## src/rtl/coproc_cmd_sequencer_pkg.sv

```systemverilog
// coproc_pkg: shared types and constants for the coprocessor command sequencer.
//   seq_state_e       sequencer FSM state encoding
//   STATUS_*          first byte of every response frame
//   *_DEF             default parameter values for the top block
package coproc_pkg;

    typedef enum logic [2:0] {
        ST_IDLE     = 3'd0,
        ST_DISPATCH = 3'd1,
        ST_WAIT_ALU = 3'd2,
        ST_SEND_ST  = 3'd3,
        ST_SEND_HI  = 3'd4,
        ST_SEND_LO  = 3'd5
    } seq_state_e;

    localparam logic [7:0] STATUS_OK      = 8'h00;
    localparam logic [7:0] STATUS_BAD_OP  = 8'h01;
    localparam logic [7:0] STATUS_TIMEOUT = 8'h02;

    localparam int NUM_OPCODES_DEF    = 8;
    localparam int TIMEOUT_CYCLES_DEF = 255;

    // True in the three states that present a response byte to TX.
    function automatic logic is_send_state(seq_state_e s);
        return (s == ST_SEND_ST) || (s == ST_SEND_HI) || (s == ST_SEND_LO);
    endfunction

endpackage

```

## src/rtl/coproc_cmd_sequencer_if.sv

```systemverilog
// coproc_cmd_sequencer_if: command, ALU and TX byte signals of the sequencer.
//   master modport : the sequencer (drives ALU start/operands, TX byte, status)
//   slave modport  : the surrounding demux / ALU / UART TX side
// Signal names keep the block-level i_/o_ naming as seen from the sequencer.
interface coproc_cmd_sequencer_if;

    // command from the RX byte demux
    logic        i_cmd_valid;
    logic [7:0]  i_num_1;
    logic [7:0]  i_num_2;
    logic [7:0]  i_opcode;
    // ALU
    logic        o_alu_start;
    logic [7:0]  o_alu_a;
    logic [7:0]  o_alu_b;
    logic [7:0]  o_alu_op;
    logic        i_alu_done;
    logic [15:0] i_alu_result;
    // UART TX byte stream
    logic        o_tx_valid;
    logic [7:0]  o_tx_data;
    logic        i_tx_ready;
    // status
    logic        o_busy;
    logic        o_overrun;

    modport master (
        input  i_cmd_valid, i_num_1, i_num_2, i_opcode,
        input  i_alu_done, i_alu_result, i_tx_ready,
        output o_alu_start, o_alu_a, o_alu_b, o_alu_op,
        output o_tx_valid, o_tx_data, o_busy, o_overrun
    );

    modport slave (
        output i_cmd_valid, i_num_1, i_num_2, i_opcode,
        output i_alu_done, i_alu_result, i_tx_ready,
        input  o_alu_start, o_alu_a, o_alu_b, o_alu_op,
        input  o_tx_valid, o_tx_data, o_busy, o_overrun
    );

endinterface

```

## src/rtl/coproc_tx_serializer.sv

```systemverilog
// coproc_tx_serializer: presents the 3-byte response frame on a valid/ready
// byte port. The byte sequencing itself is the sequencer's SEND_* states;
// this block selects the byte for the current state and reports the handshake.
//   state    in   current sequencer state
//   status   in   frame byte 0
//   result   in   frame bytes 1 (hi) and 2 (lo)
//   tx_ready in   TX accepts the byte this cycle
//   tx_valid out  a frame byte is being offered
//   tx_data  out  the offered byte; stable while the state holds
//   fire     out  handshake this cycle (tx_valid && tx_ready)
module coproc_tx_serializer
    import coproc_pkg::*;
(
    input  seq_state_e  state,
    input  logic [7:0]  status,
    input  logic [15:0] result,
    input  logic        tx_ready,
    output logic        tx_valid,
    output logic [7:0]  tx_data,
    output logic        fire
);

    always_comb begin
        tx_data = 8'h00;
        case (state)
            ST_SEND_ST: tx_data = status;
            ST_SEND_HI: tx_data = result[15:8];
            ST_SEND_LO: tx_data = result[7:0];
            default:    tx_data = 8'h00;
        endcase
    end

    // Valid is a pure function of the registered state, so it never glitches
    // and drops in the cycle after the state leaves SEND_LO or is reset.
    assign tx_valid = is_send_state(state);
    assign fire     = tx_valid && tx_ready;

endmodule

```

## src/rtl/coproc_cmd_sequencer.sv

```systemverilog
// coproc_cmd_sequencer: runs one coprocessor transaction per command.
// Latches a command in IDLE, rejects illegal opcodes, pulses the ALU start,
// waits for the result with a timeout and streams status/result_hi/result_lo.
//   i_clk          in   system clock
//   reset          in   synchronous active-high reset
//   bus (master)   command inputs, ALU start/operands/result, TX byte port,
//                  o_busy (not IDLE) and o_overrun (sticky dropped-command flag)
// Parameters:
//   NUM_OPCODES    opcodes 0..NUM_OPCODES-1 are dispatched, others rejected
//   TIMEOUT_CYCLES cycles allowed from ALU start to done (1..65535)
module coproc_cmd_sequencer
    import coproc_pkg::*;
#(
    parameter int NUM_OPCODES    = NUM_OPCODES_DEF,
    parameter int TIMEOUT_CYCLES = TIMEOUT_CYCLES_DEF
) (
    input  logic                   i_clk,
    input  logic                   reset,
    coproc_cmd_sequencer_if.master bus
);

    // 9 bits so NUM_OPCODES = 256 (every opcode legal) still compares correctly.
    localparam logic [8:0]  NUM_OPS_W = 9'(NUM_OPCODES);
    localparam logic [15:0] TMO_W     = 16'(TIMEOUT_CYCLES);

    seq_state_e  state, state_nxt;

    logic [7:0]  a_q, b_q, op_q;
    logic [7:0]  status_q;
    logic [15:0] result_q;
    logic [15:0] tmo_cnt;
    logic        overrun_q;

    logic [15:0] cnt_inc;
    logic        timed_out;
    logic        tx_fire;

    // FSM-side control strobes
    logic        cmd_take;
    logic        ld_ok;
    logic        ld_bad;
    logic        ld_tmo;

    // Saturating increment: the counter sticks at all-ones instead of wrapping.
    assign cnt_inc   = (tmo_cnt == 16'hFFFF) ? tmo_cnt : tmo_cnt + 16'd1;
    // The first WAIT_ALU cycle sees count 0, so the limit is hit on the
    // TIMEOUT_CYCLES-th wait cycle and SEND_ST follows one cycle later.
    assign timed_out = (cnt_inc >= TMO_W);

    always_comb begin
        state_nxt = state;
        cmd_take  = 1'b0;
        ld_ok     = 1'b0;
        ld_bad    = 1'b0;
        ld_tmo    = 1'b0;
        case (state)
            ST_IDLE: begin
                if (bus.i_cmd_valid) begin
                    cmd_take = 1'b1;
                    if ({1'b0, bus.i_opcode} < NUM_OPS_W) begin
                        state_nxt = ST_DISPATCH;
                    end else begin
                        ld_bad    = 1'b1;
                        state_nxt = ST_SEND_ST;
                    end
                end
            end
            ST_DISPATCH: state_nxt = ST_WAIT_ALU;
            ST_WAIT_ALU: begin
                // done takes priority over a timeout in the same cycle
                if (bus.i_alu_done) begin
                    ld_ok     = 1'b1;
                    state_nxt = ST_SEND_ST;
                end else if (timed_out) begin
                    ld_tmo    = 1'b1;
                    state_nxt = ST_SEND_ST;
                end
            end
            ST_SEND_ST: if (tx_fire) state_nxt = ST_SEND_HI;
            ST_SEND_HI: if (tx_fire) state_nxt = ST_SEND_LO;
            ST_SEND_LO: if (tx_fire) state_nxt = ST_IDLE;
            default:    state_nxt = ST_IDLE;
        endcase
    end

    always_ff @(posedge i_clk) begin
        if (reset) begin
            state     <= ST_IDLE;
            a_q       <= 8'h00;
            b_q       <= 8'h00;
            op_q      <= 8'h00;
            status_q  <= 8'h00;
            result_q  <= 16'h0000;
            tmo_cnt   <= 16'h0000;
            overrun_q <= 1'b0;
        end else begin
            state <= state_nxt;

            if (cmd_take) begin
                a_q  <= bus.i_num_1;
                b_q  <= bus.i_num_2;
                op_q <= bus.i_opcode;
            end

            // Anything outside IDLE is busy, including the last SEND_LO cycle.
            if (bus.i_cmd_valid && (state != ST_IDLE))
                overrun_q <= 1'b1;

            if (state == ST_DISPATCH)
                tmo_cnt <= 16'h0000;
            else if (state == ST_WAIT_ALU)
                tmo_cnt <= cnt_inc;

            if (ld_ok) begin
                status_q <= STATUS_OK;
                result_q <= bus.i_alu_result;
            end else if (ld_bad) begin
                status_q <= STATUS_BAD_OP;
                result_q <= 16'h0000;
            end else if (ld_tmo) begin
                status_q <= STATUS_TIMEOUT;
                result_q <= 16'h0000;
            end
        end
    end

    coproc_tx_serializer u_tx (
        .state    (state),
        .status   (status_q),
        .result   (result_q),
        .tx_ready (bus.i_tx_ready),
        .tx_valid (bus.o_tx_valid),
        .tx_data  (bus.o_tx_data),
        .fire     (tx_fire)
    );

    assign bus.o_alu_start = (state == ST_DISPATCH);
    assign bus.o_alu_a     = a_q;
    assign bus.o_alu_b     = b_q;
    assign bus.o_alu_op    = op_q;
    assign bus.o_busy      = (state != ST_IDLE);
    assign bus.o_overrun   = overrun_q;

endmodule

```

## src/flat_wrapper.sv

```systemverilog
// flat-port wrapper written by rule: the top's interface ports become plain ports
module coproc_cmd_sequencer_flat import coproc_pkg::*;
#(
    parameter int NUM_OPCODES    = NUM_OPCODES_DEF,
    parameter int TIMEOUT_CYCLES = TIMEOUT_CYCLES_DEF
)
  (i_clk, reset, bus_i_cmd_valid, bus_i_num_1, bus_i_num_2, bus_i_opcode, bus_i_alu_done, bus_i_alu_result, bus_i_tx_ready, bus_o_alu_start, bus_o_alu_a, bus_o_alu_b, bus_o_alu_op, bus_o_tx_valid, bus_o_tx_data, bus_o_busy, bus_o_overrun);
  coproc_cmd_sequencer_if bus_i ();
  input  logic i_clk;
  input  logic reset;
  input wire logic [$bits(bus_i.i_cmd_valid)-1:0] bus_i_cmd_valid;
  input wire logic [$bits(bus_i.i_num_1)-1:0] bus_i_num_1;
  input wire logic [$bits(bus_i.i_num_2)-1:0] bus_i_num_2;
  input wire logic [$bits(bus_i.i_opcode)-1:0] bus_i_opcode;
  input wire logic [$bits(bus_i.i_alu_done)-1:0] bus_i_alu_done;
  input wire logic [$bits(bus_i.i_alu_result)-1:0] bus_i_alu_result;
  input wire logic [$bits(bus_i.i_tx_ready)-1:0] bus_i_tx_ready;
  output wire logic [$bits(bus_i.o_alu_start)-1:0] bus_o_alu_start;
  output wire logic [$bits(bus_i.o_alu_a)-1:0] bus_o_alu_a;
  output wire logic [$bits(bus_i.o_alu_b)-1:0] bus_o_alu_b;
  output wire logic [$bits(bus_i.o_alu_op)-1:0] bus_o_alu_op;
  output wire logic [$bits(bus_i.o_tx_valid)-1:0] bus_o_tx_valid;
  output wire logic [$bits(bus_i.o_tx_data)-1:0] bus_o_tx_data;
  output wire logic [$bits(bus_i.o_busy)-1:0] bus_o_busy;
  output wire logic [$bits(bus_i.o_overrun)-1:0] bus_o_overrun;
  assign bus_i.i_cmd_valid = bus_i_cmd_valid;
  assign bus_i.i_num_1 = bus_i_num_1;
  assign bus_i.i_num_2 = bus_i_num_2;
  assign bus_i.i_opcode = bus_i_opcode;
  assign bus_i.i_alu_done = bus_i_alu_done;
  assign bus_i.i_alu_result = bus_i_alu_result;
  assign bus_i.i_tx_ready = bus_i_tx_ready;
  assign bus_o_alu_start = bus_i.o_alu_start;
  assign bus_o_alu_a = bus_i.o_alu_a;
  assign bus_o_alu_b = bus_i.o_alu_b;
  assign bus_o_alu_op = bus_i.o_alu_op;
  assign bus_o_tx_valid = bus_i.o_tx_valid;
  assign bus_o_tx_data = bus_i.o_tx_data;
  assign bus_o_busy = bus_i.o_busy;
  assign bus_o_overrun = bus_i.o_overrun;
  coproc_cmd_sequencer #(.NUM_OPCODES(NUM_OPCODES), .TIMEOUT_CYCLES(TIMEOUT_CYCLES)) u_core (.i_clk(i_clk), .reset(reset), .bus(bus_i));
endmodule
```

## config.mk

```make
export PLATFORM = sky130hd
export DESIGN_NAME = coproc_cmd_sequencer_flat
export DESIGN_NICKNAME = d
export VERILOG_FILES = /design/src/rtl/coproc_cmd_sequencer_pkg.sv /design/src/rtl/coproc_cmd_sequencer_if.sv /design/src/rtl/coproc_tx_serializer.sv /design/src/rtl/coproc_cmd_sequencer.sv /design/src/flat_wrapper.sv
export SDC_FILE = /design/constraint.sdc
export NUM_CORES = 1
export LEC_CHECK = 0
export BUFFER_PORTS_ARGS = -buffer_cell sky130_fd_sc_hd__clkbuf_2
export CORE_ASPECT_RATIO = 0.75
export CORE_MARGIN = 5
export CORE_UTILIZATION = 54
export CTS_BUF_LIST = sky130_fd_sc_hd__clkbuf_8
export DETAILED_ROUTE_END_ITERATION = 7
export HOLD_SLACK_MARGIN = 0.05
export PLACE_DENSITY = 0.81
export REMOVE_ABC_BUFFERS = 1
export SYNTH_ARGS = -nofsm -noshare
export SYNTH_HDL_FRONTEND = slang
export SYNTH_SLANG_ARGS = --single-unit
```

## constraint.sdc

```tcl
create_clock -name i_clk -period 2.67 [get_ports i_clk]
set_input_delay 0.4005 -clock i_clk [delete_from_list [all_inputs] [get_ports i_clk]]
set_output_delay 0.4005 -clock i_clk [all_outputs]
set_load 0.05 [all_outputs]
```

==> flow_summary.ini <==
[timing]
rsz0062_at_grt = no
relSlewSlack = 0.295
finalMaxSlewViolations = 0
tns_ps = 0
skew_ps = 8.21
hold_violations = 0
clock.fmax_ghz = 0.406
timing.final.crit_share = 0.923
setup_viol = 0
tightest_slew_ps = 1050
layout_min_cycle_time_ps = 2460

[synthesis]
yosysTopAreaCell = dfxtp_1
netlist_top_cells_area = dfxtp_1 (41%), nand2_1 (8.1%), a21oi_1 (6.5%)
synthArstFlopShare = 0
synthesis.area_um2 = 3010
synth_cells = 376
yosysWarnings = 0
yosysSeqAreaShare = 0.412
synth-seq-cells = 62
synth_edf_count = 0
yosysTopAreaCellShare = 0.412
synthFlopType = dfxtp_1
yosysUniqueCellTypes = 55
avgSynthCellArea_um2 = 8.00

[final_layout]
area_delta_synth_final_pct = 22.2
drive_above_1_share = 0.275
design_area_um2 = 3680
nNetsFinal = 496
n_fill_cell = 443
final_common_cell = clkbuf_2
layout_common_cells = clkbuf_2 (80), nand2_1 (65), dfxtp_1 (62)
antenna_cells = 0

[pwr]
max-vdd-ir-drop_v = 0.000495
p_per_area_nw_per_um2 = 694
p_leak_uw = 0.00143

[routing]
via_per_inst = 5.36
vias = 2840
drt_iter0_drc = 233
routed_wl_mm = 7.24
dr.pass1.iters = 4
wire_per_inst_um = 13.7
ant_nets = 0
post-route-drc-count = 0

[place]
gp_congestion = 0.884
dpl_cell_area_um2 = 3440
portBuffers = 80
hpwl_mm = 5.18

[setup_path]
ff2ff_setup_slack_ps = 210
path_class = flip-flop to flip-flop
arrival_ps = 2730
critPathLaunch = u_core.tmo_cnt[0]
worstReg2RegEnd = u_core.result_q[1]
worstSetupEndpointType = flip-flop
endpoint = u_core.result_q[1]
crit_fanout = 16
required_ps = 2940
reg2reg_from = u_core.tmo_cnt[0]
crit_path_start_kind = flip-flop
reg2regPathDepth = 8

[cts]
cts_setup_buffers = 0
ctsHoldBuffers = 0
clock_latency_ps = 350
htree_levels = 3
cts_buffer_depth = 2
root_buffer = clkbuf_8
cts_tree = yes
cts_inserted_buffers = 9
cts.sinks = 62
clkSlewWorstSetupHoldPaths_ps = 70
post_cts_resized = 0

[global_route]
grt_pass1_vias = 2530
grt_pass1_wl_mm = 11.4
grt_overflow = 0
grt_antenna_before_repair = 0
grt_max_degree = 28
grt_usage = 0.202

[status]
status = finished, final reports clean

[run]
cap_violations = 0

[die]
floorplan.rows = 23
die_w_um = 96.2
io_pins = 81
core-area_um2 = 5380
initial_utilization = 0.559
die_h_um = 74.7
die_area_um2 = 7180

[min_path]
hp-class = input pin to flip-flop
[routing by layer]
metal  wire (µm)  global-route usage
met1        3330               0.276
met2        3120               0.301
met3         713              0.0599
met4          74              0.0820
met5           0                   0
[per-stage QoR]
| stage | setup slack, ps | hold slack (ps) | util | instances | power, µW |
|---|---|---|---|---|---|
| global placement | 317 | 442 | 0.640 | 514 | 1610 |
| CTS | 145 | 248 | 0.683 | 530 | 2570 |
| finish | 207 | 265 | 0.684 | 530 | 2550 |
| detailed placement | 177 | 448 | 0.640 | 514 | 1620 |
| floorplan | 185 | 427 | - | 354 | 1450 |
| global route | 7.76 | 266 | 0.684 | 530 | 2670 |
[worst max-delay path, stage by stage, from the launching register on]
cell and delay (ps):
dfxtp_1 480, ha_1 370, nand3_2 200, nor2_4 230, o211ai_2 160, a2111oi_4 400, nand4b_2 130, buf_4 220
o21ai_0 180
[cell type report]
cell class | instances | area [µm²] | share of cell area
multi-input combinational | 270 | 1590 | 0.433
sequential | 62 | 1240 | 0.337
timing repair buffer | 85 | 438 | 0.119
clock buffer | 10 | 138 | 0.0374
clock inverter | 6 | 93.8 | 0.0255
tap | 75 | 93.8 | 0.0255
inverter | 22 | 82.6 | 0.0224
[flip-flops by register name, summed over array words and instances, names as in the netlist]
register	flops
u_core.result_q	16
u_core.state	3
u_core.bus.o_overrun	1
u_core.bus.o_alu_a	8
u_core.bus.o_alu_b	8
u_core.tmo_cnt	16
u_core.status_q	2
u_core.bus.o_alu_op	8
[where the power goes]
group	switching, µW	leakage [µW]	internal (µW)
Clock	388	0.000113	557
Combinational	391	0.000809	163
Sequential	57.6	0.000505	996
[cells by family after synthesis]
kind of cell	Yosys count	share of synthesized area
and+or+nand+nor	147	0.229
DFF	62	0.412
adders and majority gates	1	0.00416
muxes	9	0.0304
xor gates and xnor gates	11	0.0320
AOI/OAI and AO/OA	102	0.232
buffers and inverters	44	0.0603
[cell usage after synthesis (all sizes together) (2+ instances only)]
cell,n
and4,2
buf,7
nand4,3
clkbuf,15
xnor2,7
inv,22
nand3,8
o21ai,22
or3,4
or4,2
nor2,40
mux2i,8
xor2,4
nor2b,4
nand2b,2
a21oi,39
a22oi,18
nor4,4
nor3,4
dfxtp,62
a31oi,3
and2,2
a211oi,6
and3,3
nand2,65
[how the worst min path moves through the flow]
stage / from / to / slack [ps] / depth (start not counted)
2_1_floorplan: u_core.status_q[1] / u_core.status_q[1] / 430 / 2
3_3_place_gp: u_core.bus.o_alu_b[7] / u_core.bus.o_alu_b[7] / 440 / 2
3_5_place_dp: u_core.bus.o_alu_op[3] / u_core.bus.o_alu_op[3] / 450 / 2
4_1_cts: bus_i_num_2[1] / u_core.bus.o_alu_b[1] / 250 / 3
5_1_grt: bus_i_num_1[1] / u_core.bus.o_alu_a[1] / 270 / 3
6_report: bus_i_num_1[4] / u_core.bus.o_alu_a[4] / 260 / 3
No activity file was read; power rests on OpenSTA's default activity.
